$ cat src/rtl/imem_fetch_ctrl.sv
// Instruction-memory fetch sequencer: fetch PC, prefetch FIFO and decode valid/ready handshake.
// Define IMEM_DBG_PORT_EN to share the read port with a debug requester via round-robin arbitration.
module imem_fetch_ctrl #(
  parameter logic [31:0] RESET_PC   = 32'h0000_0000,
  parameter int          FIFO_DEPTH = 2
) (
  input  logic        clk,
  input  logic        reset,
  output logic [31:0] imem_addr,
  input  logic [31:0] imem_rdata,
  input  logic        redirect_valid,
  input  logic [31:0] redirect_pc,
  output logic        out_valid,
  input  logic        out_ready,
  output logic [31:0] out_pc,
  output logic [31:0] out_instr,
  input  logic        dbg_req,
  input  logic [31:0] dbg_addr,
  output logic        dbg_gnt,
  output logic        dbg_rvalid,
  output logic [31:0] dbg_rdata
);

  localparam int               PTR_W    = $clog2(FIFO_DEPTH);
  localparam logic [PTR_W:0]   FULL_CNT = FIFO_DEPTH[PTR_W:0];
  localparam logic [PTR_W:0]   CNT_ONE  = {{PTR_W{1'b0}}, 1'b1};
  localparam logic [PTR_W-1:0] PTR_ONE  = {{(PTR_W-1){1'b0}}, 1'b1};

  logic [31:0]      fetch_pc;
  logic [31:0]      fifo_pc    [FIFO_DEPTH];
  logic [31:0]      fifo_instr [FIFO_DEPTH];
  logic [PTR_W-1:0] wr_ptr;
  logic [PTR_W-1:0] rd_ptr;
  logic [PTR_W:0]   count;
  logic             pop;
  logic             fetch_want;
  logic             fetch_gnt;

  assign out_valid  = (count != '0);
  assign pop        = out_valid & out_ready;
  assign fetch_want = ~redirect_valid & ((count < FULL_CNT) | pop);
  assign out_pc     = out_valid ? fifo_pc[rd_ptr]    : '0;
  assign out_instr  = out_valid ? fifo_instr[rd_ptr] : '0;

`ifdef IMEM_DBG_PORT_EN
  // rr_last    | meaning
  // RR_FETCH   | last port grant went to fetch; debug wins the next tie
  // RR_DBG     | last port grant went to debug; fetch wins the next tie
  typedef enum logic {RR_FETCH = 1'b0, RR_DBG = 1'b1} rr_e;
  rr_e rr_last;

  always_comb begin
    fetch_gnt = 1'b0;
    dbg_gnt   = 1'b0;
    if (fetch_want && dbg_req) begin
      if (rr_last == RR_FETCH) dbg_gnt   = 1'b1;
      else                     fetch_gnt = 1'b1;
    end else begin
      fetch_gnt = fetch_want;
      dbg_gnt   = dbg_req;
    end
  end

  always_ff @(posedge clk) begin
    if (reset) begin
      rr_last    <= RR_FETCH;
      dbg_rvalid <= 1'b0;
      dbg_rdata  <= '0;
    end else begin
      if (fetch_gnt)    rr_last <= RR_FETCH;
      else if (dbg_gnt) rr_last <= RR_DBG;
      dbg_rvalid <= dbg_gnt;
      if (dbg_gnt) dbg_rdata <= imem_rdata;
    end
  end

  assign imem_addr = dbg_gnt ? {dbg_addr[31:2], 2'b00} : fetch_pc;

  logic unused_bits;
  assign unused_bits = ^{redirect_pc[1:0], dbg_addr[1:0]};
`else
  assign fetch_gnt  = fetch_want;
  assign dbg_gnt    = 1'b0;
  assign dbg_rvalid = 1'b0;
  assign dbg_rdata  = '0;
  assign imem_addr  = fetch_pc;

  logic unused_bits;
  assign unused_bits = ^{redirect_pc[1:0], dbg_req, dbg_addr};
`endif

  // Redirect flushes by resetting pointers; stale storage is masked by count.
  always_ff @(posedge clk) begin
    if (reset) begin
      fetch_pc <= RESET_PC;
      wr_ptr   <= '0;
      rd_ptr   <= '0;
      count    <= '0;
    end else if (redirect_valid) begin
      fetch_pc <= {redirect_pc[31:2], 2'b00};
      wr_ptr   <= '0;
      rd_ptr   <= '0;
      count    <= '0;
    end else begin
      if (fetch_gnt) begin
        fetch_pc <= fetch_pc + 32'd4;
        wr_ptr   <= wr_ptr + PTR_ONE;
      end
      if (pop) rd_ptr <= rd_ptr + PTR_ONE;
      case ({fetch_gnt, pop})
        2'b10:   count <= count + CNT_ONE;
        2'b01:   count <= count - CNT_ONE;
        default: count <= count;
      endcase
    end
  end

  always_ff @(posedge clk) begin
    if (!reset && fetch_gnt) begin
      fifo_pc[wr_ptr]    <= fetch_pc;
      fifo_instr[wr_ptr] <= imem_rdata;
    end
  end

endmodule

$ cat config.mk
export PLATFORM = sky130hd
export DESIGN_NAME = imem_fetch_ctrl
export DESIGN_NICKNAME = d
export VERILOG_FILES = /design/src/rtl/imem_fetch_ctrl.sv
export SDC_FILE = /design/constraint.sdc
export NUM_CORES = 1
export LEC_CHECK = 0
export BUFFER_PORTS_ARGS = -buffer_cell sky130_fd_sc_hd__buf_2
export CAP_MARGIN = 20
export CORE_UTILIZATION = 30
export CTS_CLUSTER_SIZE = 8
export DETAILED_ROUTE_END_ITERATION = 7
export GPL_TIMING_DRIVEN = 0
export SYNTH_ARGS = -nofsm -noshare
export SYNTH_HDL_FRONTEND = slang
export SYNTH_SLANG_ARGS = --single-unit
$ cat constraint.sdc
create_clock -name clk -period 13 [get_ports clk]
set_input_delay 2.6 -clock clk [delete_from_list [all_inputs] [get_ports clk]]
set_output_delay 2.6 -clock clk [all_outputs]
set_load 0.02 [all_outputs]
==> run metrics <==
nature of the critical path endpoint=output port; combinational group share of total power=0.107; P per Cell Area=136.3 nW/um^2; area of the core=between 20,000 and 25,000 um^2; slowest cell on the critical path=sky130_fd_sc_hd__clkbuf_1; register bit count reported by yosys=~160; antenna violations before repair=0; hold wc startpoint=imem_addr[31]$_SDFFE_PP0P_; pre-CTS setup slack=7.917 ns; # Post-CTS Setup Buffers=0; Final ANT Viol Nets=0; count of hold-fix buffers inserted at cts=0; buffer and inverter count on the worst path=3; Period minus WS final=slightly above 5 ns; total power consumption of the routed design=approximately 1.2 mW; root buffer cell=sky130_fd_sc_hd__clkbuf_16; Avg WL per Cell=roughly 15 um; number of fill cells in the layout=between 2,000 and 2,500; biggest area consumer among synthesized cells=sky130_fd_sc_hd__edfxtp_1; Yosys warning total=0; total congestion overflow after global routing=0; # rows=54; Non-Filler Cell Area, Final=8850 um^2; met2 usage=0.2322; final number of hold-violating endpoints=0; pin count of the biggest net entering global routing=17; vias in the first global route=~4,400; max-capacitance violation count=0; routed via count=roughly 4,600; internal power consumption=903.4 uW; path category of the worst min-delay check=flip-flop to flip-flop; worst reg2reg startpoint=count[1]$_SDFFE_PP0P_; kind of cell with the highest combined delay on the critical path=buffers and inverters; Horiz. Die Dim=about 150 um; clock sinks=approximately 160; fraction of power spent switching nets=0.2512; clock latency of the later-clocked register in the worst-skew pair=around 0.42 ns; met3 track demand over resource=0.03470; largest vdd supply drop=between 0.06 and 0.07 mV; IO buf count=about 160; placed wire-length estimate=~12,000 um; peak-usage layer in the global routing report=met2; Leakage=roughly 3.5 nW; unrepaired setup endpoints after global routing=no; Placer Congestion=around 0.75; Switch Pwr=just over 300 uW; initial core utilization=0.3092; number of inserted diodes=0; number of clock buffers inserted by TritonCTS=17; power share of the clock group=0.407; maximum buffer depth of the clock tree=2; Crit Path Category=flip-flop to output port; sequential element share of the synthesized area=0.6496; Total Die Area=between 20,000 and 25,000 um^2; critical-path cell list=clkbuf_1, clkbuf_1, mux2i_1, nor2_1, buf_2; part of the cycle the worst path needs=0.3890; area share of the largest cell type after synthesis=0.5468; worst clock skew on the final layout=roughly 0.012 ns; via count normalized by instance count=~4.4; final worst setup slack=around 7.9 ns; area added between synthesis and finish=29.95%; actual transition at the worst max-transition pin=between 0.9 and 1 ns; TritonCTS clock tree=built; met1 track demand over resource=0.1785; number of top-level pins=232; Syn Area/Cell=approximately 13 um^2; proportion of power drawn by flip-flops and latches=0.485; global-route wire length before repair=between 20,000 and 25,000 um; dpl cell area=about 8300 um^2; top post-synthesis cells by area=sky130_fd_sc_hd__edfxtp_1 (55%), sky130_fd_sc_hd__dfxtp_1 (10%), sky130_fd_sc_hd__mux2i_1 (9.3%); Arr. time, crit path=2.46 ns; highest achievable clock rate=between 0.15 and 0.2 GHz; level count of the clock H-tree=4; status=complete, but fails checks; height of the die=~150 um; distinct cell type count after synthesis=38; clock edge transition at the registers on the reported setup and hold paths=~0.070 ns; Routed WL=16,180 um; global router's overall resource usage=0.1413; largest fanout on the critical path=10; total DRC errors in the routed layout=11; max-slew violation count=0; most used cell, CP=sky130_fd_sc_hd__clkbuf_1; final setup violation count=0; cell count after synthesis=~530; # nets final=between 800 and 900; proportion of layout cells with a drive suffix above 1=0.3320; Starting DRT DRC Count=roughly 280; sort of element at the start of the critical path=flip-flop; headroom to the max-slew limit=0.3530; number of instances resized during post-cts repair=0; Worst EP required=10.40 ns; number of optimization iterations in the first detailed-route pass=7; synthesized cell area=approximately 6800 um^2; failing checks=DRC; maximum cell stage delay along the critical path=~0.64 ns
-- per-stage QoR --
| step | TNS, ns | util | hold slack (ns) | instances |
|---|---|---|---|---|
| floorplan | 0 | - | 0.5202 | 563 |
| global placement | -132.88 | 0.3668 | 0.5168 | 999 |
| detailed placement | 0 | 0.3753 | 0.5282 | 1019 |
| CTS | 0 | 0.4018 | 0.5372 | 1051 |
| global route | 0 | 0.4018 | 0.5458 | 1051 |
| finish | 0 | 0.4018 | 0.5331 | 1051 |
-- cell type report --
class	count	area (um^2)	share of cell area
clock inverter	15	158.9	0.01796
timing repair buffer	176	953.4	0.1077
buffer	63	380.4	0.04298
tap	280	350.3	0.03959
inverter	4	15.01	0.001697
clock buffer	17	425.4	0.04807
multi-input combinational	337	2142	0.2420
sequential	159	4424	0.4999
-- sequential cells by signal, summed over array words and instances (netlist names), named ones only --
name / cells
imem_addr: 30
rd_ptr: 1
fifo_pc: 60
count: 2
wr_ptr: 1
fifo_instr: 64
-- path summary, 6_finish.rpt --
kind | end | slack (ns) | cells after the start
worst min register to register | fifo_pc[1][31]$_DFFE_PP_ | 0.53 | 0
worst max register to register | fifo_instr[0][6]$_DFFE_PP_ | 10.38 | 8
worst min-delay path | fifo_pc[1][31]$_DFFE_PP_ | 0.53 | 0
worst max-delay path | out_pc[3] | 7.94 | 5
-- cells in the mapped netlist, drive strengths merged --
cell,number
nor2b,1
xor2,16
nor4,5
clkinv,1
buf,42
and4,3
nand2b,1
mux2,1
conb,1
nand4,10
mux2i,63
or3,3
a311oi,3
edfxtp,124
a21oi,7
o2bb2ai,1
nor3,13
o31a,2
dfxtp,35
clkbuf,21
nor4b,2
o21ai,3
inv,3
nor2,91
a211oi,19
and2,3
xnor2,13
and3,4
nand3,9
ha,2
nand2,24
-- worst reg2reg max path, stage by stage (launching register included) --
cell	delay, ns
sky130_fd_sc_hd__dfxtp_1	0.34
sky130_fd_sc_hd__nor2b_1	0.13
sky130_fd_sc_hd__buf_2	0.19
sky130_fd_sc_hd__nor4_2	0.74
sky130_fd_sc_hd__buf_6	0.24
sky130_fd_sc_hd__buf_6	0.15
sky130_fd_sc_hd__buf_4	0.19
sky130_fd_sc_hd__buf_4	0.20
sky130_fd_sc_hd__buf_6	0.16
-- logic make-up (layout without fill, tap and decap cells) --
kind of cell	count (synthesis)	in the layout	share of synthesized area
XOR/XNOR	29	29	0.03730
AO/OA/AOI/OAI	35	35	0.03601
buffers and inverters	67	275	0.05805
adder cells (fa/ha/maj)	2	2	0.003674
AND/OR/NAND/NOR	169	169	0.1205
flip-flops	159	159	0.6496
multiplexers	64	64	0.09425
other	1	38	0.0005506
-- layer usage --
metal,share of wire,vias to the layer above
li1,-,2297
met1,0.44,2192
met2,0.49,125
met3,0.061,10
met4,0.0072,0
met5,0,-
-- power groups by stage --
stage | Clock [mW] | Sequential [mW] | Combinational [mW]
2_1_floorplan | 0 | 0.602 | 0.0746
3_3_place_gp | 0 | 0.601 | 0.125
3_5_place_dp | 0 | 0.597 | 0.131
4_1_cts | 0.504 | 0.586 | 0.131
5_1_grt | 0.527 | 0.588 | 0.141
6_report | 0.492 | 0.585 | 0.129
-- cell usage in the layout, fill, tap and decap left out, types with 4 or more instances in the layout --
master,netlist,layout
sky130_fd_sc_hd__buf_2,1,157
sky130_fd_sc_hd__edfxtp_1,124,124
sky130_fd_sc_hd__nor2_1,91,91
sky130_fd_sc_hd__mux2i_1,63,63
sky130_fd_sc_hd__buf_4,38,52
sky130_fd_sc_hd__conb_1,1,38
sky130_fd_sc_hd__dfxtp_1,35,35
sky130_fd_sc_hd__nand2_1,24,24
sky130_fd_sc_hd__clkbuf_1,21,21
sky130_fd_sc_hd__a211oi_1,19,19
sky130_fd_sc_hd__clkbuf_16,0,17
sky130_fd_sc_hd__xor2_1,16,16
sky130_fd_sc_hd__xnor2_1,13,13
sky130_fd_sc_hd__nor3_1,9,9
sky130_fd_sc_hd__nand3_1,8,8
sky130_fd_sc_hd__nand4_1,8,8
sky130_fd_sc_hd__a21oi_1,7,7
sky130_fd_sc_hd__buf_6,0,6
sky130_fd_sc_hd__inv_6,0,5
sky130_fd_sc_hd__nor4_1,5,4
sky130_fd_sc_hd__and3_1,4,4
(Power assumes the default switching activity.)
